File: src/rtl/picorv32_mem_arbiter.sv
`default_nettype none
// ============================================================================
// Module   : picorv32_mem_arbiter
// Desc     : Round-robin arbiter sharing one picorv32 native memory port
//            between two masters, with a bus-timeout watchdog.
// Revision : 1.0 - initial release
// ============================================================================
module picorv32_mem_arbiter #(
  parameter int unsigned TIMEOUT_CYCLES = 16,
  parameter logic [31:0] ERR_RDATA      = 32'hBADB_AD00
) (
  input  logic        clock,
  input  logic        reset,
  input  logic        m0_valid,
  input  logic        m0_instr,
  input  logic [31:0] m0_addr,
  input  logic [31:0] m0_wdata,
  input  logic [3:0]  m0_wstrb,
  output logic        m0_ready,
  output logic [31:0] m0_rdata,
  input  logic        m1_valid,
  input  logic        m1_instr,
  input  logic [31:0] m1_addr,
  input  logic [31:0] m1_wdata,
  input  logic [3:0]  m1_wstrb,
  output logic        m1_ready,
  output logic [31:0] m1_rdata,
  output logic        s_valid,
  output logic        s_instr,
  output logic [31:0] s_addr,
  output logic [31:0] s_wdata,
  output logic [3:0]  s_wstrb,
  input  logic        s_ready,
  input  logic [31:0] s_rdata,
  output logic [1:0]  grant,
  output logic        timeout,
  output logic        timeout_flag
);

  localparam int unsigned WD_W = (TIMEOUT_CYCLES == 0) ? 1 : $clog2(TIMEOUT_CYCLES + 1);
  localparam logic [WD_W-1:0] WD_LAST = (TIMEOUT_CYCLES == 0) ? '0 : WD_W'(TIMEOUT_CYCLES - 1);
  localparam logic [WD_W-1:0] WD_MAX  = WD_W'(TIMEOUT_CYCLES);

  typedef enum logic [1:0] {
    ST_IDLE  = 2'd0,
    ST_BUSY0 = 2'd1,
    ST_BUSY1 = 2'd2
  } state_t;

  state_t            state_q, state_d;
  logic              last_grant_q, last_grant_d;
  logic [WD_W-1:0]   wd_cnt_q, wd_cnt_d;
  logic              timeout_flag_q, timeout_flag_d;

  logic              sel_m1;
  logic              busy;
  logic              cur_valid;
  logic              active;
  logic              wd_hit;
  logic              done;

  always_comb begin
    state_d        = state_q;
    last_grant_d   = last_grant_q;
    wd_cnt_d       = wd_cnt_q;
    timeout_flag_d = timeout_flag_q;

    sel_m1    = (state_q == ST_BUSY1);
    busy      = (state_q == ST_BUSY0) || (state_q == ST_BUSY1);
    cur_valid = sel_m1 ? m1_valid : m0_valid;
    active    = busy && cur_valid;

    s_valid = active;
    s_instr = sel_m1 ? m1_instr : m0_instr;
    s_addr  = sel_m1 ? m1_addr  : m0_addr;
    s_wdata = sel_m1 ? m1_wdata : m0_wdata;
    s_wstrb = sel_m1 ? m1_wstrb : m0_wstrb;
    grant   = {state_q == ST_BUSY1, state_q == ST_BUSY0};

    // A real slave response in the deadline cycle takes priority over the watchdog.
    wd_hit  = (TIMEOUT_CYCLES != 0) && active && !s_ready && (wd_cnt_q == WD_LAST);
    done    = active && (s_ready || wd_hit);
    timeout = wd_hit;

    m0_ready = done && (state_q == ST_BUSY0);
    m1_ready = done && (state_q == ST_BUSY1);
    m0_rdata = (wd_hit && state_q == ST_BUSY0) ? ERR_RDATA : s_rdata;
    m1_rdata = (wd_hit && state_q == ST_BUSY1) ? ERR_RDATA : s_rdata;

    if (wd_hit) timeout_flag_d = 1'b1;

    case (state_q)
      ST_IDLE: begin
        wd_cnt_d = '0;
        if (m0_valid && m1_valid) begin
          state_d = last_grant_q ? ST_BUSY0 : ST_BUSY1;
        end else if (m0_valid) begin
          state_d = ST_BUSY0;
        end else if (m1_valid) begin
          state_d = ST_BUSY1;
        end
      end
      ST_BUSY0, ST_BUSY1: begin
        if (!cur_valid) begin
          // Master withdrew its request: drop the transaction without a ready.
          state_d = ST_IDLE;
        end else if (done) begin
          state_d      = ST_IDLE;
          last_grant_d = sel_m1;
        end else if (wd_cnt_q != WD_MAX) begin
          wd_cnt_d = wd_cnt_q + WD_W'(1);
        end
      end
      default: state_d = ST_IDLE;
    endcase
  end

  assign timeout_flag = timeout_flag_q;

  always_ff @(posedge clock) begin
    if (reset) begin
      state_q        <= ST_IDLE;
      last_grant_q   <= 1'b1;
      wd_cnt_q       <= '0;
      timeout_flag_q <= 1'b0;
    end else begin
      state_q        <= state_d;
      last_grant_q   <= last_grant_d;
      wd_cnt_q       <= wd_cnt_d;
      timeout_flag_q <= timeout_flag_d;
    end
  end

endmodule
`default_nettype wire

File: config.mk
export PLATFORM = sky130hd
export DESIGN_NAME = picorv32_mem_arbiter
export DESIGN_NICKNAME = d
export VERILOG_FILES = /design/src/rtl/picorv32_mem_arbiter.sv
export SDC_FILE = /design/constraint.sdc
export NUM_CORES = 1
export LEC_CHECK = 0
export CAP_MARGIN = 20
export CORE_ASPECT_RATIO = 0.5
export CORE_MARGIN = 8
export CORE_UTILIZATION = 22
export DETAILED_ROUTE_END_ITERATION = 6
export PLACE_DENSITY = 0.78
export SYNTH_ARGS = -nofsm -noshare
export SYNTH_HDL_FRONTEND = slang
export SYNTH_SLANG_ARGS = --single-unit
File: constraint.sdc
create_clock -name clock -period 2.8 [get_ports clock]
set_input_delay 0.56 -clock clock [delete_from_list [all_inputs] [get_ports clock]]
set_output_delay 0.56 -clock clock [all_outputs]
set_load 0.005 [all_outputs]
# Word-level counts from Yosys, hierarchy flattened
# Index checks and enable logic that the tools add are counted.
[op_classes]
addsub = 1
eq_ne = 9
n_mux = 18
reduce_logical = 18
[op_table]
columns = ["op", "n"]
rows = [
  ["$mux W32", 4],
  ["$mux W5", 3],
  ["$mux W2", 6],
  ["$pmux W5 S2", 1],
  ["$logic_and A1 B1 Y1", 9],
  ["$ne A2 B2 Y1 const B", 3],
  ["$add A5 B1 Y5 const B", 1],
  ["$eq A5 B4 Y1 const B", 1],
  ["$ne A5 B5 Y1 const B", 1],
  ["$mux W4", 1],
  ["$ne A4 B4 Y1 const B", 1],
  ["$pmux W2 S2", 1],
  ["$reduce_and A4 Y1", 1],
  ["$ne A3 B3 Y1 const B", 1],
  ["$reduce_and A3 Y1", 1],
  ["$eq A2 B1 Y1 const B", 1],
  ["$eq A2 B2 Y1 const B", 1],
  ["$logic_not A2 Y1", 1],
  ["$logic_or A1 B1 Y1", 2],
  ["$mux W1", 2],
  ["$reduce_and A2 Y1", 1],
  ["$reduce_bool A2 Y1", 1],
  ["$reduce_or A2 Y1", 1],
  ["$logic_not A1 Y1", 1],
]
[word_totals]
register_bits = 9
inputBits = 175
output_inout_bits = 140
word_cells = 50

# Depth between registers and ports, before layout
# Gate-level depths: netlist of the first run.
[depth]
ltp_word = 10
mapped_depth = 7
mapped_depth_nobuf = 6

# Least setup slack after synthesis of the first run
# Ideal clock, no wire load.
[synth_timing]
path_type = "register to output"
start = "reg wd_cnt_q[0]"
end = "out m1_rdata[10]"
arrival_time_ps = 1711
t_required_ps = 2240
slack_ps = 529
stages_incl_launch_ff = 8
n_path_buf = 1
cell_sequence = "dfxtp_1 -> ha_1 -> and3_1 -> ha_1 -> and3b_1 -> and3_1 -> clkbuf_1 -> or2_2"
[synth_via]
elab_chain_cells = 4
[synth_rtl]
columns = ["item", "line_no", "source"]
rows = [
  ["start, declared", "52", "logic [WD_W-1:0] wd_cnt_q, wd_cnt_d;"],
  ["start signal, assigned", "129", "wd_cnt_q <= wd_cnt_d;"],
  ["$eq A5 B4 Y1", "81", "wd_hit = (TIMEOUT_CYCLES != 0) && active && !s_ready && (wd_cnt_q == WD_LAST);"],
  ["$logic_and A1 B1 Y1", "81", ""],
  ["$logic_and A1 B1 Y1", "88", "m1_rdata = (wd_hit && state_q == ST_BUSY1) ? ERR_RDATA : s_rdata;"],
  ["$mux W32", "88", ""],
  ["end, declared", "27", "output logic [31:0] m1_rdata,"],
]
# No other way between the ends.

# Final worst setup path of the first run
[layout_timing]
start = "in s_ready"
end = "out m0_rdata[30]"
[layout_via]
elab_chain_cells = 5
[layout_rtl]
columns = ["item", "line_no", "source"]
rows = [
  ["start, declared", "33", "input logic s_ready,"],
  ["$logic_not A1 Y1", "81", ""],
  ["$logic_and A1 B1 Y1 (2 in series)", "81", ""],
  ["$logic_and A1 B1 Y1", "87", "m0_rdata = (wd_hit && state_q == ST_BUSY0) ? ERR_RDATA : s_rdata;"],
  ["$mux W32", "87", ""],
  ["end, declared", "20", "output logic [31:0] m0_rdata,"],
]
# No other way between the ends.

==> results of run 1 <==
-- critical path: cells and delay by family --
family / cells / cell delay [ps]
buffers and inverters: 5 / 1110
and+or+nand+nor: 3 / 560
-- timing repair --
item                       4_1_cts  5_1_grt
setup buffers                    2        5
pin swaps                        2        2
cloned                           2        3
hold buffers                     0        0
setup endpoints to repair       52       50
gates resized for setup         57       60
-- stage by stage --
stage / utilization / instance area (um^2) / setup TNS, ps
floorplan: - / 1920 / 0
global placement: 0.614 / 5270 / -2460
detailed placement: 0.614 / 5270 / -3610
CTS: 0.622 / 5340 / -394
global route: 0.647 / 5560 / -73.0
finish: 0.647 / 5560 / 0
-- cells in the mapped netlist (2+ instances only) --
cell | number | area [um^2]
mux2i_1 | 8 | 80.1
inv_1 | 8 | 30.0
nand3_1 | 2 | 10.0
nor2b_1 | 13 | 81.3
mux2_2 | 69 | 777
ha_1 | 6 | 75.1
or2_2 | 17 | 106
and3_1 | 3 | 18.8
nor2_1 | 3 | 11.3
and2_1 | 17 | 106
and2b_1 | 5 | 37.5
nand2b_1 | 16 | 100
dfxtp_1 | 9 | 180
nor4_1 | 2 | 12.5
a211o_1 | 4 | 35.0
buf_2 | 9 | 45.0
nand2_1 | 2 | 7.51
clkbuf_1 | 4 | 15.0
o211ai_1 | 7 | 52.6
-- cells by family (layout without fill, tap and decap cells) --
group                      after synthesis  count (layout)  synth area share
AOI/OAI and AO/OA                       14              14            0.0567
adders and majority gates                6               6            0.0391
buffers and inverters                   25             350            0.0613
DFF                                      9               9            0.0939
muxes                                   78              78             0.454
and+or+nand+nor                         87              89             0.295
-- sequential cells by signal, indices dropped and copies added, names as in the netlist --
| register | cells |
|---|---|
| wd_cnt_q | 5 |
| state_q | 2 |
| last_grant_q | 1 |
| timeout_flag | 1 |
-- final timing paths --
check,endpoint,cells after the start,startpoint,slack [ps]
max reg2reg,wd_cnt_q[3]$_SDFFE_PP0P_,8,wd_cnt_q[0]$_SDFFE_PP0P_,750
max,m0_rdata[30],8,s_ready,20
min,last_grant_q$_SDFFE_PP1P_,1,last_grant_q$_SDFFE_PP1P_,460
min reg2reg,last_grant_q$_SDFFE_PP1P_,1,last_grant_q$_SDFFE_PP1P_,460
-- layer usage --
layer / global-route usage / share of wire / up-vias
li1: - / - / 1430
met1: 0.248 / 0.40 / 1415
met2: 0.486 / 0.55 / 96
met3: 0.0445 / 0.040 / 18
met4: 0.0343 / 0.014 / 0
met5: 0 / 0 / -
-- where the power goes --
group | internal [W] | switching (W)
Clock | 0.000191 | 0.0000680
Combinational | 0.000669 | 0.000350
Sequential | 0.000135 | 0.00000526
-- placed cells by master, fill, tap and decap left out, types with 6 or more instances in the layout --
cell type        synthesis  layout
and2_1                  17      17
buf_4                    1      13
clkbuf_16                0       6
clkbuf_2                 1      10
clkdlybuf4s15_1          0      18
clkdlybuf4s50_1          0     253
dfxtp_1                  9       7
dlygate4sd2_1            0      21
dlymetal6s2s_1           0      12
inv_1                    8       8
mux2_2                  69      69
mux2i_1                  8       8
nand2b_1                16      16
nor2b_1                 13      13
o211ai_1                 7       7
or2_2                   17      15
-- area by class of cell --
cell class	count	area, um^2	share of cell area
inverter	9	33.8	0.00608
timing repair buffer	337	3410	0.613
sequential	9	183	0.0329
tap	117	146	0.0263
multi-input combinational	187	1710	0.308
clock buffer	4	78.8	0.0142
==> impl_metrics.py, run 1 <==
metrics = {
    "floorplanning": {
        "initial_core_util": 0.223,
        "rows": 24,
        "die_area_um2": 12200,
        "die-height_um": 82.0,
        "fp.dieW_um": 148,
        "fp.coreArea_um2": 8590,
        "num_io_pins": 315,
    },
    "worst_setup_path": {
        "worstPathArrival_ps": 2220,
        "crit_fanout": 15,
        "cp_data_required_time_ps": 2240,
        "crit_type": "in -> out",
        "endpoint_kind": "primary output",
        "slowest_delay_ps": 410,
        "cp_cell_sequence": "clkdlybuf4s50_1 -> and3b_2 -> nand3_4 -> buf_12 -> buf_4 -> clkbuf_16 -> and2_1 -> dlygate4sd2_1",
        "start_kind": "input port",
        "crit_slowest_cell": "clkdlybuf4s50_1",
    },
    "cells_and_area": {
        "final_nets": 728,
        "fillers": 746,
        "syn2layout_area_growth_pct": 190,
        "n_antenna_cell": 0,
        "drive_gt1_frac": 0.251,
        "final_cells": 663,
    },
    "timing": {
        "finalSetupViolations": 0,
        "hold_ws_ps": 464,
        "rsz0062_at_grt": "true",
        "slew_headroom": 0.766,
        "setup_slack_ps": 17.3,
        "period_share": 0.994,
        "fmax_mhz": 359,
        "skew_ps": 2.35,
        "hold_viol": 0,
        "final_max_slew_viol_count": 0,
        "fin_crit_ps": 2780,
        "worstMarginPinSlew_ps": 348,
    },
    "placed_design": {
        "io_buffers": 314,
        "dp_hpwl_mm": 13.1,
        "dpl.cell_count": 648,
        "pre_cts_ws_ps": -125,
        "gp_congestion": 0.873,
    },
    "routing": {
        "antenna_left": 0,
        "via_per_inst": 4.46,
        "firstDrtPassIters": 4,
        "route.detailed.drc": 0,
        "wl_mm": 15.8,
        "routed-via-count": 2959,
        "drtIter0Drc": 144,
        "avgRoutedWirePerCell_um": 23.8,
    },
    "pwr": {
        "cellPowerDensity_nw_per_um2": 255,
        "ir_worst_vdd_uv": 402,
        "p_leak_nw": 2.31,
        "finalPower_w": 0.00142,
    },
    "global_route": {
        "grt_usage": 0.234,
        "antenna_found_initial": 0,
        "grt_pass1_wl_mm": 21.0,
        "grt_pass1_vias": 3164,
        "grt_max_degree": 71,
        "grt_overflow_total": 0,
    },
    "yosys": {
        "async_flop_share": 0,
        "yosysWarnings": 0,
        "synth-seq-cells": 9,
        "ys_seq_area_frac": 0.0939,
        "synth.avg_cell_area_um2": 8.76,
        "syn-cell-area_um2": 1920,
        "synth_edf_count": 0,
        "ys_types": 34,
        "synth_nets": 400,
        "synth-main-ff-cell": "dfxtp_1",
        "netlist_instances": 219,
    },
    "cts": {
        "clockBufferDepth": 2,
        "path_clk_slew_ps": 40,
        "cts.sinks": 9,
        "root_buffer": "clkbuf_16",
        "h-tree-depth": 1,
        "cts_tree": "done",
        "cts_inserted_buffers": 3,
        "clock_latency_ps": 240,
    },
    "run": {
        "drv_cap": 0,
    },
    "worst_hold_path": {
        "hp-class": "reg -> reg",
    },
    "status": {
        "status": "completed",
    },
}
Power figures use the tool's default switching activity.
==> run 2, diff against run 1 <==
--- a/config.mk
+++ b/config.mk
@@ -6,11 +6,12 @@
 export NUM_CORES = 1
 export LEC_CHECK = 0
 export CAP_MARGIN = 20
-export CORE_ASPECT_RATIO = 0.5
-export CORE_MARGIN = 8
-export CORE_UTILIZATION = 22
+export CORE_AREA = 8 8 115 117
 export DETAILED_ROUTE_END_ITERATION = 6
-export PLACE_DENSITY = 0.78
+export DIE_AREA = 0 0 123 125
+export GPL_TIMING_DRIVEN = 0
+export PLACE_DENSITY = 0.62
+export SKIP_CTS_REPAIR_TIMING = 1
 export SYNTH_ARGS = -nofsm -noshare
 export SYNTH_HDL_FRONTEND = slang
 export SYNTH_SLANG_ARGS = --single-unit
==> run 2 against run 1 <==
Core utilization decreased by 17 points. Hold slack got worse by 3.4 ps. Clock-buffer cell count is the same. Non-clock buffer count shrank 5. Critical endpoint is now m0_rdata[10]. Highest routed layer unchanged. Clock power hardly changed. Final area increased by 0.34%. Final cell count increased by 3.5%. Combinational power hardly changed. Via count fell by 0.68%. Die area grew 27%. Power rose by 0.12%.
==> impl_metrics.py, run 2 (synthesis results as in run 1) <==
metrics = {
    "status": {
        "status": "completed",
    },
    "routing": {
        "route.detailed.drc": 0,
        "wl_mm": 15.4,
        "avgRoutedWirePerCell_um": 22.5,
        "drtIter0Drc": 63,
        "antenna_left": 0,
        "firstDrtPassIters": 4,
        "routed-via-count": 2939,
        "via_per_inst": 4.28,
    },
    "placed_design": {
        "place_area_um2": 5250,
        "io_buffers": 314,
        "dp_hpwl_mm": 13.6,
        "gp_congestion": 0.872,
        "pre_cts_ws_ps": -391,
    },
    "timing": {
        "tns_ps": 0,
        "finalSetupViolations": 0,
        "worstMarginPinSlew_ps": 462,
        "fin_crit_ps": 2790,
        "period_share": 0.997,
        "fmax_mhz": 358,
        "skew_ps": 0.538,
        "slew_headroom": 0.692,
        "rsz0062_at_grt": "true",
        "final_max_slew_viol_count": 0,
        "setup_slack_ps": 8.19,
        "hold_viol": 0,
    },
    "global_route": {
        "grt_usage": 0.183,
        "grt_max_degree": 11,
        "grt_overflow_total": 0,
        "antenna_found_initial": 0,
        "grt_pass1_vias": 2950,
        "grt_pass1_wl_mm": 21.0,
    },
    "cts": {
        "h-tree-depth": 1,
        "cts_tree": "done",
        "root_buffer": "clkbuf_16",
        "path_clk_slew_ps": 40,
        "clockBufferDepth": 2,
        "cts.sinks": 9,
        "cts_inserted_buffers": 3,
        "clock_latency_ps": 240,
    },
    "worst_hold_path": {
        "hp-class": "reg -> reg",
    },
    "cells_and_area": {
        "n_antenna_cell": 0,
        "finalInstanceArea_um2": 5580,
        "final_cell_mix": "clkdlybuf4s50_1, mux2_2, dlymetal6s2s_1",
        "largest-register": "wd_cnt_q",
        "syn2layout_area_growth_pct": 191,
        "drive_gt1_frac": 0.230,
        "reg_top3": "wd_cnt_q: 5 flops, state_q: 2 flops",
        "finish.utilization": 0.480,
        "final_nets": 721,
        "largest_reg_flops": 5,
        "final_common_cell": "clkdlybuf4s50_1",
    },
    "worst_setup_path": {
        "reg2reg_depth": 6,
        "rr_endpoint": "wd_cnt_q[3]$_SDFFE_PP0P_",
        "timing.rr.start": "wd_cnt_q[0]$_SDFFE_PP0P_",
        "endpoint_kind": "primary output",
        "r2r_setup_slack_ps": 880,
        "endpoint": "m0_rdata[10]",
        "crit_type": "in -> out",
        "worstPathArrival_ps": 2230,
        "start_kind": "input port",
        "crit_fanout": 10,
        "crit_start": "s_ready",
        "cp_data_required_time_ps": 2240,
    },
    "pwr": {
        "p_leak_nw": 2.58,
        "cellPowerDensity_nw_per_um2": 254,
        "ir_worst_vdd_uv": 298,
    },
    "floorplanning": {
        "fp.dieW_um": 123,
        "die_area_um2": 15400,
        "rows": 40,
        "initial_core_util": 0.165,
        "die-height_um": 125,
        "num_io_pins": 315,
        "fp.coreArea_um2": 11600,
    },
    "run": {
        "drv_cap": 0,
    },
}
## run 2: worst min path at each step
stage	start	to	slack, ps	cells after the start
6_report	timeout_flag$_SDFFE_PP0P_	timeout_flag$_SDFFE_PP0P_	460	1
3_3_place_gp	last_grant_q$_SDFFE_PP1P_	last_grant_q$_SDFFE_PP1P_	450	1
3_5_place_dp	last_grant_q$_SDFFE_PP1P_	last_grant_q$_SDFFE_PP1P_	460	1
4_1_cts	last_grant_q$_SDFFE_PP1P_	last_grant_q$_SDFFE_PP1P_	460	1
2_1_floorplan	last_grant_q$_SDFFE_PP1P_	last_grant_q$_SDFFE_PP1P_	440	1
5_1_grt	timeout_flag$_SDFFE_PP0P_	timeout_flag$_SDFFE_PP0P_	470	1
## run 2: metal layers
layer	GRT usage	up-vias	wire [um]
li1	-	1410	-
met1	0.197	1383	5750
met2	0.330	130	7780
met3	0.0711	16	1650
met4	0.0305	0	223
met5	0	-	0
## run 2: cell type report
cell class	instances	area [um^2]
clock buffer	4	78.8
inverter	9	33.8
fill	1120	6030
timing repair buffer	316	3270
tap	147	184
multi-input combinational	185	1660
sequential	9	184
buffer	16	165
## run 2: power breakdown
part	switching, W	internal, W
clock network	0.0000657	0.000191
logic	0.000343	0.000681
registers	0.00000424	0.000135
total	0.000413	0.00101
## run 2: metrics by stage
step / cells / hold WS [ps] / total power (W)
4_1_cts: 684 / 464 / 0.00143
5_1_grt: 686 / 474 / 0.00149
3_3_place_gp: 680 / 448 / 0.00115
3_5_place_dp: 680 / 455 / 0.00115
2_1_floorplan: 219 / 436 / 0.000475
6_report: 686 / 461 / 0.00142
## run 2: worst max-delay path, cell delays in order
cell,delay (ps)
clkdlybuf4s50_1,470
and3b_2,310
nand3_4,130
buf_6,180
nand2b_1,80
clkdlybuf4s50_1,500
==> run 3, diff against run 2 <==
--- a/config.mk
+++ b/config.mk
@@ -9,8 +9,8 @@
 export CORE_AREA = 8 8 115 117
 export DETAILED_ROUTE_END_ITERATION = 6
 export DIE_AREA = 0 0 123 125
-export GPL_TIMING_DRIVEN = 0
 export PLACE_DENSITY = 0.62
+export RECOVER_POWER = 50
 export SKIP_CTS_REPAIR_TIMING = 1
 export SYNTH_ARGS = -nofsm -noshare
 export SYNTH_HDL_FRONTEND = slang
==> run 3 against run 2 <==
Final cell count is 0.87% higher. Routed wire length increased by 0.64%. Power about the same. First-iteration DRC count increased by 22%.
==> impl_metrics.py, run 3 (synthesis results as in run 1) <==
metrics = {
    "status": {
        "status": "completed",
    },
    "cells_and_area": {
        "largest-register": "wd_cnt_q",
        "finalInstanceArea_um2": 5650,
        "final_cell_mix": "clkdlybuf4s50_1, mux2_2, dlymetal6s2s_1",
        "largest_reg_flops": 5,
        "seq_area_um2": 181,
        "fillers": 1095,
        "final_common_cell": "clkdlybuf4s50_1",
        "multiInputGateArea_um2": 1620,
        "syn2layout_area_growth_pct": 194,
        "n_antenna_cell": 0,
        "drive_gt1_frac": 0.211,
        "reg_top3": "wd_cnt_q: 5 flops, state_q: 2 flops",
        "final_nets": 727,
    },
    "worst_setup_path": {
        "crit_type": "reg -> out",
        "cp_data_required_time_ps": 2240,
        "worstPathArrival_ps": 2180,
        "start_kind": "flip-flop",
        "endpoint_kind": "primary output",
        "crit_fanout": 3,
    },
    "worst_hold_path": {
        "hp-class": "reg -> reg",
    },
    "run": {
        "drv_cap": 0,
    },
    "cts": {
        "clockBufferDepth": 2,
        "cts_inserted_buffers": 3,
        "cts_tree": "done",
        "path_clk_slew_ps": 40,
        "root_buffer": "clkbuf_16",
        "clock_latency_ps": 240,
        "h-tree-depth": 1,
        "cts.sinks": 9,
    },
    "floorplanning": {
        "num_io_pins": 315,
        "fp.coreArea_um2": 11600,
        "initial_core_util": 0.165,
        "die_area_um2": 15400,
        "fp.dieW_um": 123,
        "rows": 40,
        "die-height_um": 125,
    },
    "routing": {
        "drtIter0Drc": 77,
        "routed-via-count": 2914,
        "via_per_inst": 4.21,
        "route.detailed.drc": 0,
        "firstDrtPassIters": 4,
        "antenna_left": 0,
        "wl_mm": 15.5,
        "avgRoutedWirePerCell_um": 22.4,
    },
    "placed_design": {
        "io_buffers": 314,
        "gp_congestion": 0.856,
        "place_area_um2": 5340,
        "dp_hpwl_mm": 13.4,
        "pre_cts_ws_ps": -125,
    },
    "timing": {
        "final_max_slew_viol_count": 0,
        "finalSetupViolations": 0,
        "skew_ps": 3.23,
        "hold_viol": 0,
        "fin_crit_ps": 2740,
        "hold_ws_ps": 458,
        "worstMarginPinSlew_ps": 830,
        "slew_headroom": 0.442,
        "fmax_mhz": 364,
        "period_share": 0.980,
        "setup_slack_ps": 55.2,
    },
    "global_route": {
        "antenna_found_initial": 0,
        "grt_max_degree": 45,
        "grt_overflow_total": 0,
        "grt_pass1_wl_mm": 20.8,
        "grt_pass1_vias": 3045,
        "grt_usage": 0.180,
    },
    "pwr": {
        "power_frac_clock": 0.181,
        "ir_worst_vdd_uv": 340,
        "switching_power_w": 0.000409,
        "cellPowerDensity_nw_per_um2": 251,
        "p_int_w": 0.00101,
        "finalPower_w": 0.00142,
        "pwr-share-comb": 0.721,
        "p_leak_nw": 2.69,
        "swShare": 0.288,
        "power_frac_seq": 0.098,
    },
}
run 3: per-layer routing:
| metal | track usage | share of wire | up-vias |
|---|---|---|---|
| li1 | - | - | 1421 |
| met1 | 0.190 | 0.38 | 1362 |
| met2 | 0.327 | 0.50 | 118 |
| met3 | 0.0783 | 0.10 | 13 |
| met4 | 0.0269 | 0.013 | 0 |
| met5 | 0 | 0 | - |
run 3: per-stage QoR:
step | TNS (ps) | utilization | instances
after detailed placement | -2840 | 0.459 | 680
after floorplan | 0 | - | 219
after CTS | -7730 | 0.466 | 684
final | 0 | 0.486 | 692
after global routing | -0.722 | 0.486 | 692
after global placement | -1830 | 0.459 | 680
run 3: power by group through the flow:
stage | clock network (W) | registers [W] | logic [W]
floorplan | 0 | 0.000140 | 0.000335
global placement | 0 | 0.000140 | 0.00103
detailed placement | 0 | 0.000140 | 0.00103
CTS | 0.000261 | 0.000138 | 0.00104
global route | 0.000266 | 0.000139 | 0.00108
finish | 0.000257 | 0.000138 | 0.00102
run 3: critical path: stages, from the launching register on:
cell             delay (ps)
dfxtp_1                 310
ha_2                    190
and3_1                  180
ha_2                    190
buf_4                   130
or2_2                   280
and3_1                  190
clkdlybuf4s50_1         470
run 3: worst paths after layout:
| kind | start | end | slack, ps | depth (start not counted) |
|---|---|---|---|---|
| max | wd_cnt_q[0]$_SDFFE_PP0P_ | m0_ready | 60 | 7 |
| min | timeout_flag$_SDFFE_PP0P_ | timeout_flag$_SDFFE_PP0P_ | 460 | 1 |
| max reg2reg | wd_cnt_q[0]$_SDFFE_PP0P_ | wd_cnt_q[4]$_SDFFE_PP0P_ | 320 | 8 |
| min reg2reg | timeout_flag$_SDFFE_PP0P_ | timeout_flag$_SDFFE_PP0P_ | 460 | 1 |
run 3: area by class of cell:
type | instances | area share
Multi-Input combinational cell | 185 | 0.287
Clock buffer | 4 | 0.0140
Sequential cell | 9 | 0.0321
Inverter | 9 | 0.00598
Tap cell | 147 | 0.0326
Timing Repair Buffer | 338 | 0.628
